### src/rtl/bsg_axil_pkg.sv
// Shared AXI4-Lite definitions for the CSR slave: response encodings and
// the width of a decoded register index.
package bsg_axil_pkg;

  typedef enum logic [1:0] {
    e_axil_resp_okay   = 2'b00,
    e_axil_resp_slverr = 2'b10
  } axil_resp_e;

  // Bits needed to index num_words registers; never narrower than one bit.
  function automatic int idx_width(input int num_words);
    return (num_words <= 2) ? 1 : $clog2(num_words);
  endfunction

endpackage

### src/rtl/bsg_axil_csr_decode.sv
// Combinational address decode for the CSR bank: classifies a byte address
// as control register, status word or unmapped, and yields its word index.
module bsg_axil_csr_decode
  import bsg_axil_pkg::*;
#(
  parameter int                      addr_width_p = 32,
  parameter int                      data_width_p = 32,
  parameter logic [addr_width_p-1:0] base_addr_p  = '0,
  parameter int                      num_regs_p   = 4,
  parameter int                      num_status_p = 2,
  localparam int                     idx_width_lp = idx_width(num_regs_p + num_status_p)
) (
  input  logic [addr_width_p-1:0] addr,
  output logic                    is_ctrl,
  output logic                    is_status,
  output logic [idx_width_lp-1:0] idx
);

  localparam int                      lg_bytes_lp = $clog2(data_width_p / 8);
  localparam logic [addr_width_p-1:0] nregs_lp    = addr_width_p'(num_regs_p);
  localparam logic [addr_width_p-1:0] nmapped_lp  = addr_width_p'(num_regs_p + num_status_p);

  logic [addr_width_p-1:0] offset;
  logic [addr_width_p-1:0] word;
  logic                    above_base;

  // The full-width word index feeds the range checks, so large offsets that
  // would alias after truncation still land in the unmapped region.
  always_comb begin
    offset     = addr - base_addr_p;
    word       = offset >> lg_bytes_lp;
    above_base = (addr >= base_addr_p);
    is_ctrl    = above_base && (word < nregs_lp);
    is_status  = above_base && (word >= nregs_lp) && (word < nmapped_lp);
    idx        = word[idx_width_lp-1:0];
  end

endmodule

### src/rtl/bsg_axil_csr_slave.sv
// AXI4-Lite slave exposing a bank of control registers and read-only status
// words. Define BSG_AXIL_CSR_WSTRB_EN to honour wstrb byte lanes on writes.
module bsg_axil_csr_slave
  import bsg_axil_pkg::*;
#(
  parameter int                      addr_width_p    = 32,
  parameter int                      data_width_p    = 32,
  parameter logic [addr_width_p-1:0] base_addr_p     = '0,
  parameter int                      num_regs_p      = 4,
  parameter int                      num_status_p    = 2,
  localparam int                     strb_width_lp   = data_width_p / 8,
  localparam int                     status_words_lp = (num_status_p > 0) ? num_status_p : 1
) (
  input  logic                                  clk_i,
  input  logic                                  reset_i,
  input  logic [addr_width_p-1:0]               awaddr_i,
  input  logic [2:0]                            awprot_i,
  input  logic                                  awvalid_i,
  output logic                                  awready_o,
  input  logic [data_width_p-1:0]               wdata_i,
  input  logic [strb_width_lp-1:0]              wstrb_i,
  input  logic                                  wvalid_i,
  output logic                                  wready_o,
  output logic [1:0]                            bresp_o,
  output logic                                  bvalid_o,
  input  logic                                  bready_i,
  input  logic [addr_width_p-1:0]               araddr_i,
  input  logic [2:0]                            arprot_i,
  input  logic                                  arvalid_i,
  output logic                                  arready_o,
  output logic [data_width_p-1:0]               rdata_o,
  output logic [1:0]                            rresp_o,
  output logic                                  rvalid_o,
  input  logic                                  rready_i,
  output logic [num_regs_p*data_width_p-1:0]    csr_o,
  output logic [num_regs_p-1:0]                 csr_we_o,
  input  logic [status_words_lp*data_width_p-1:0] status_i
);

  localparam int idx_width_lp = idx_width(num_regs_p + num_status_p);

  logic                    aw_v_reg, w_v_reg, bvalid_reg, rvalid_reg;
  logic [addr_width_p-1:0] awaddr_reg;
  logic [data_width_p-1:0] wdata_reg, rdata_reg, rdata_next;
  logic [1:0]              bresp_reg, rresp_reg, rresp_next;
  logic [num_regs_p-1:0]   we_hit, csr_we_reg;
  logic [data_width_p-1:0] csr_reg     [num_regs_p];
  logic [data_width_p-1:0] wr_word     [num_regs_p];
  logic [data_width_p-1:0] status_word [status_words_lp];
  logic                    w_is_ctrl, r_is_ctrl, r_is_status, unused_w_is_status;
  logic [idx_width_lp-1:0] w_idx, r_idx;
  logic                    commit, ar_hs, unused_inputs;
`ifdef BSG_AXIL_CSR_WSTRB_EN
  logic [strb_width_lp-1:0] wstrb_reg;
`endif

  bsg_axil_csr_decode #(
    .addr_width_p(addr_width_p), .data_width_p(data_width_p), .base_addr_p(base_addr_p),
    .num_regs_p(num_regs_p), .num_status_p(num_status_p)
  ) wr_decode (
    .addr(awaddr_reg), .is_ctrl(w_is_ctrl), .is_status(unused_w_is_status), .idx(w_idx)
  );

  bsg_axil_csr_decode #(
    .addr_width_p(addr_width_p), .data_width_p(data_width_p), .base_addr_p(base_addr_p),
    .num_regs_p(num_regs_p), .num_status_p(num_status_p)
  ) rd_decode (
    .addr(araddr_i), .is_ctrl(r_is_ctrl), .is_status(r_is_status), .idx(r_idx)
  );

  assign commit    = aw_v_reg & w_v_reg & ~bvalid_reg;
  assign ar_hs     = arvalid_i & ~rvalid_reg;
  assign awready_o = ~aw_v_reg;
  assign wready_o  = ~w_v_reg;
  assign arready_o = ~rvalid_reg;
  assign bvalid_o  = bvalid_reg;
  assign bresp_o   = bresp_reg;
  assign rvalid_o  = rvalid_reg;
  assign rdata_o   = rdata_reg;
  assign rresp_o   = rresp_reg;
  assign csr_we_o  = csr_we_reg;

`ifdef BSG_AXIL_CSR_WSTRB_EN
  assign unused_inputs = ^{awprot_i, arprot_i};
`else
  assign unused_inputs = ^{awprot_i, arprot_i, wstrb_i};
`endif

  genvar gi;
  for (gi = 0; gi < num_regs_p; gi++) begin : g_reg
    assign we_hit[gi] = commit & w_is_ctrl & (w_idx == idx_width_lp'(gi));
    assign csr_o[gi*data_width_p +: data_width_p] = csr_reg[gi];
  end

  for (gi = 0; gi < status_words_lp; gi++) begin : g_status
    assign status_word[gi] = status_i[gi*data_width_p +: data_width_p];
  end

  always_comb begin
    for (int k = 0; k < num_regs_p; k++) begin
      wr_word[k] = wdata_reg;
`ifdef BSG_AXIL_CSR_WSTRB_EN
      for (int b = 0; b < strb_width_lp; b++)
        if (!wstrb_reg[b]) wr_word[k][8*b +: 8] = csr_reg[k][8*b +: 8];
`endif
    end
  end

  // Control reads see the pre-commit register value on a same-edge write.
  always_comb begin
    rdata_next = '0;
    rresp_next = e_axil_resp_slverr;
    if (r_is_ctrl) begin
      rresp_next = e_axil_resp_okay;
      for (int k = 0; k < num_regs_p; k++)
        if (r_idx == idx_width_lp'(k)) rdata_next = csr_reg[k];
    end else if (r_is_status) begin
      rresp_next = e_axil_resp_okay;
      for (int k = 0; k < num_status_p; k++)
        if (r_idx == idx_width_lp'(num_regs_p + k)) rdata_next = status_word[k];
    end
  end

  always_ff @(posedge clk_i) begin
    if (reset_i) begin
      aw_v_reg   <= 1'b0;
      w_v_reg    <= 1'b0;
      bvalid_reg <= 1'b0;
      rvalid_reg <= 1'b0;
      awaddr_reg <= '0;
      wdata_reg  <= '0;
      bresp_reg  <= '0;
      rdata_reg  <= '0;
      rresp_reg  <= '0;
      csr_we_reg <= '0;
`ifdef BSG_AXIL_CSR_WSTRB_EN
      wstrb_reg  <= '0;
`endif
      for (int k = 0; k < num_regs_p; k++) csr_reg[k] <= '0;
    end else begin
      csr_we_reg <= we_hit;
      if (awvalid_i && !aw_v_reg) begin
        aw_v_reg   <= 1'b1;
        awaddr_reg <= awaddr_i;
      end
      if (wvalid_i && !w_v_reg) begin
        w_v_reg   <= 1'b1;
        wdata_reg <= wdata_i;
`ifdef BSG_AXIL_CSR_WSTRB_EN
        wstrb_reg <= wstrb_i;
`endif
      end
      // Capture and commit are mutually exclusive: capture needs an empty slot.
      if (commit) begin
        aw_v_reg   <= 1'b0;
        w_v_reg    <= 1'b0;
        bvalid_reg <= 1'b1;
        bresp_reg  <= w_is_ctrl ? e_axil_resp_okay : e_axil_resp_slverr;
      end else if (bvalid_reg && bready_i) begin
        bvalid_reg <= 1'b0;
      end
      for (int k = 0; k < num_regs_p; k++)
        if (we_hit[k]) csr_reg[k] <= wr_word[k];
      if (ar_hs) begin
        rvalid_reg <= 1'b1;
        rdata_reg  <= rdata_next;
        rresp_reg  <= rresp_next;
      end else if (rvalid_reg && rready_i) begin
        rvalid_reg <= 1'b0;
      end
    end
  end

endmodule

### config.mk
export PLATFORM = sky130hd
export DESIGN_NAME = bsg_axil_csr_slave
export DESIGN_NICKNAME = d
export VERILOG_FILES = /design/src/rtl/bsg_axil_pkg.sv /design/src/rtl/bsg_axil_csr_decode.sv /design/src/rtl/bsg_axil_csr_slave.sv
export SDC_FILE = /design/constraint.sdc
export NUM_CORES = 1
export LEC_CHECK = 0
export ABC_AREA = 1
export BUFFER_PORTS_ARGS = -buffer_cell sky130_fd_sc_hd__buf_4
export CORE_MARGIN = 3
export CORE_UTILIZATION = 50
export DETAILED_ROUTE_END_ITERATION = 10
export PLACE_DENSITY = 0.82
export SYNTH_ARGS = -nofsm -noshare
export SYNTH_HDL_FRONTEND = slang
export SYNTH_SLANG_ARGS = --single-unit
export TNS_END_PERCENT = 20
### constraint.sdc
create_clock -name clk_i -period 2.7 [get_ports clk_i]
set_input_delay 0.27 -clock clk_i [delete_from_list [all_inputs] [get_ports clk_i]]
set_output_delay 0.27 -clock clk_i [all_outputs]
set_load 0.01 [all_outputs]
== Word-level counts from Yosys, hierarchy flattened ==
Memory sizes are Yosys's and may differ from the RTL's.
Index checks and enable logic that the tools add are counted.

* Memories: 1
* Register bits after elaboration: 108
* Bits in writable memories: 128
* Output and inout port bits: 173

* Equality and inequality tests: 8
* $lt $le $gt $ge: 6
* Mux-type cells: 33
* Bitwise gates (word level): 16
* Reductions and logical operators: 15

{| class="wikitable"
|+ Memory list
! name !! words !! width !! rd ports !! clocked after Yosys merged registers in !! write ports !! RTL line !! text
|-
| csr_reg || 4 || 32 || 4 || 0 || 4 || bsg_axil_csr_slave.sv:47 || <nowiki>logic [data_width_p-1:0] csr_reg [num_regs_p];</nowiki>
|}

{| class="wikitable"
|+ Operator list
! operator !! number
|-
| $mux W32 || 12
|-
| $lt A30 B3 Y1 const B || 3
|-
| $ge A32 B1 Y1 const B || 2
|-
| $ge A30 B3 Y1 const B || 1
|-
| $mux W1 || 18
|-
| $eq A3 B2 Y1 const B || 4
|-
| $and A1 B1 Y1 || 8
|-
| $logic_and A1 B1 Y1 || 8
|-
| $eq A3 B1 Y1 const B || 2
|-
| $eq A3 B3 Y1 const B || 2
|-
| $logic_not A3 Y1 || 2
|-
| $mux W2 || 3
|-
| $not A1 Y1 || 4
|-
| $or A1 B1 Y1 || 4
|-
| $reduce_bool A2 Y1 || 2
|-
| $logic_not A1 Y1 || 2
|-
| $reduce_or A2 Y1 || 1
|}

== Logic depth before layout (Yosys ltp) ==
* Word-level depth: 8
* Depth in mapped cells: 11
* Depth with buffers taken out: 10

== Hierarchy ==
A second synthesis with hierarchy kept.

* Cells, all modules: 1347
* Area, all modules: 10827.9 um^2

{| class="wikitable"
|+ By module, submodules not included
! module !! times used !! seq. area each (um^2) !! area an instance (um^2) !! cells each
|-
| bsg_axil_csr_slave || 1 || 5965.7 || 10517.6 || 1275
|-
| bsg_axil_csr_decode || 2 || 0.0 || 155.1 || 36
|}

== Worst setup path after synthesis ==
No wires, ideal clock.

* Path type: input port to flip-flop
* Start point: input port reset_i
* End point: memory csr_reg[0][0] (enable)
* Slack: 0.473 ns
* Arrival time: 1.838 ns
* Stages: 5
* Path buffers: 3
* Required time: 2.311 ns
* Setup time: 0.389 ns
* Cells stage by stage: buf_2 -> clkinv_1 -> buf_2 -> buf_2 -> nand2_1

{| class="wikitable"
|+ RTL lines
! element !! RTL line !! text
|-
| from (decl) || bsg_axil_csr_slave.sv:15 || <nowiki>input logic reset_i,</nowiki>
|-
| to (decl) || bsg_axil_csr_slave.sv:47 ||
|}

==> impl_metrics.yaml <==
sta:
  grt_setup_unrepaired: "no"
  hold_viol: 0
  slew_violations: 0
  layout_setup_ws_ns: 0.596
  tightestPinTransition_ns: 1.01
  fin_skew_ns: 0.0230
  finalSetupViolations: 0
  fin_crit_ns: 2.10
  clock.fmax_ghz: 0.475
  slew_headroom_pct: 32.4
  fin_setup_tns_ns: 0
  fin_crit_sh_pct: 77.9
cts:
  cts_tree: "yes"
  htree_levels: 1
  clockRootBuffer: "clkbuf_16"
  cts_sinks: 232
  clkTransAtPathRegs_ns: 0.06
  cts-buffers-inserted: 24
  cts_setup_buffers: 0
  clock_latency_ns: 0.52
  post_cts_resized: 0
  hold_buffers: 23
  ctsLongestPathBuffers: 3
routing:
  vias_per_cell: 5.51
  antenna_left: 0
  first_pass_iters: 5
  finalWirelength_microns: 35900
  drc: 0
  wire_per_inst_microns: 19.5
  drt_iter0_markers: 808
  vias: 10200
layout:
  layout_commonest_cell: "buf_4"
  layout.nets: 1733
  area_delta_synth_final_pct: 35.9
  layout_common_cells: "358 x buf_4, 273 x nor2_1, 166 x nand3_1, 128 x edfxtp_1, 118 x inv_1"
  largest_reg_flops: 128
  drive_above_1_share_pct: 27.3
synth:
  ys_warn_count: 0
  ys_ff_latch: 232
  synth_area_leaders: "edfxtp_1 36%, dfxtp_1 20%, nor2_1 9.7%"
  netlist_area_sq_um: 10600
  yosysTopAreaCell: "edfxtp_1"
  synth_top_area_share_pct: 36.3
  ys_seq_area_share_pct: 55.9
  syn_avg_cell_area_sq_um: 8.61
  ys_types: 30
  netlist_instances: 1231
floorplanning:
  ios: 350
  chipWidth_microns: 152
  start_util_pct: 51.6
  die_area_sq_um: 23000
  fp-row-count: 52
  design.core.area_sq_um: 20600
  fp.dieH_microns: 152
critical_path:
  cp_data_required_time_ns: 3.03
  reg2reg_setup_slack_ns: 0.60
  start_kind: "register"
  r2r-start: "awaddr_reg[13]$_SDFFE_PP0P_"
  endpoint_kind: "register"
  rr_worst_depth: 7
  critPathMaxFanout: 33
  crit_type: "reg -> reg"
  startpoint: "awaddr_reg[13]$_SDFFE_PP0P_"
  worstReg2RegEnd: "csr_reg[1][26]$_SDFFCE_PN0P_"
  cp-endpoint: "csr_reg[1][26]$_SDFFCE_PN0P_"
  arrival_ns: 2.44
power_and_ir_drop:
  ir_worst_vdd_uv: 546
  p_leak_uw: 0.00643
  power_density_nw_per_um2: 611
grt:
  grt_pass1_vias: 9736
  grt-ovfl-total: 0
  grt_util_all_layers_pct: 30.0
  antenna_found_initial: 2
  grt_pass1_wl_microns: 53300
  grt_max_degree: 65
min_path:
  hold_class: "in -> reg"
run_status:
  status: "complete, no violations"
placement:
  pre_cts_slack_ns: 0.633
  gp_congestion: 0.886
  io_buffers: 333
  hpwl_microns: 23900
job:
  drv_cap: 0
## synth_stat cells
master      n
a21oi_1    44
buf_1       4
buf_2      23
buf_4       5
buf_6      12
clkbuf_1   44
clkinv_1    3
conb_1      1
dfxtp_1   104
edfxtp_1  128
inv_1     119
inv_2       3
nand2_1    90
nand2_4     1
nand3_1   166
nand3_2     2
nand3b_4    1
nand4_1    66
nand4_4     3
nor2_1    274
nor2_2      3
nor2_4      2
nor2_8      2
nor3_1      3
nor3_4      1
o21a_1      1
o21ai_0    89
o21ai_1     6
or2_0      29
or2_2       2
## critical path, stage by stage (launching register included)
cell and delay, ns:
dfxtp_1 0.32, nor2_1 0.11, nand2_1 0.14, nor2_8 0.14
nand3b_4 0.10, nor2_8 0.17, nand4_4 0.58, nor2_1 0.34
## worst min path at each step
stage / cells after the start / end / startpoint / slack, ns
2_1_floorplan: 2 / awaddr_reg[5]$_SDFFE_PP0P_ / awaddr_i[5] / 0.40
3_5_place_dp: 2 / awaddr_reg[9]$_SDFFE_PP0P_ / awaddr_reg[9]$_SDFFE_PP0P_ / 0.45
6_report: 3 / aw_v_reg$_SDFFE_PP0P_ / awvalid_i / 0.03
3_3_place_gp: 2 / awaddr_reg[9]$_SDFFE_PP0P_ / awaddr_reg[9]$_SDFFE_PP0P_ / 0.44
4_1_cts: 3 / aw_v_reg$_SDFFE_PP0P_ / awvalid_i / 0.006
5_1_grt: 3 / aw_v_reg$_SDFFE_PP0P_ / awvalid_i / 0.02
## metal layers
metal	part of all wire, %	track usage, %
met5	0.036	0
met4	5.0	13.7
met3	10	6.78
met2	48	50.4
met1	37	37.0
## logic make-up (layout without fill, tap and decap cells)
| family | Yosys count | count (layout) | synth area share (%) |
|---|---|---|---|
| compound gates | 140 | 140 | 6.63 |
| other cells | 1 | 3 | 0.0354 |
| flops | 232 | 232 | 55.9 |
| simple gates | 645 | 645 | 28.6 |
| buf+inv | 213 | 555 | 8.84 |
## per-stage QoR
stage               power (uW)  utilization, %  hold slack (ns)  area, sq um  cells
floorplan                 4580               -            0.405        10600   1232
global placement          5110            64.6            0.440        13300   1777
detailed placement        5130            64.6            0.447        13300   1777
CTS                       8820            70.1          0.00615        14400   1844
global route              9080            70.1           0.0229        14400   1845
finish                    8800            70.1           0.0266        14400   1845
## power by group
part           switching [uW]  internal, uW
sequential               97.4          3900
combinational             633           476
clock                    1380          2310
total                    2110          6690
## area by class of cell
type                    count  area (sq um)
fillers                  1608          6150
flip-flops and latches    232          5930
multi-input cells         787          3760
repair buffers            386          3020
clock buffers              28           657
inverters                 125           469
well taps                 270           338
clock inverters            16           231
diodes                      1          2.50
No activity file was read; power rests on OpenSTA's default activity.
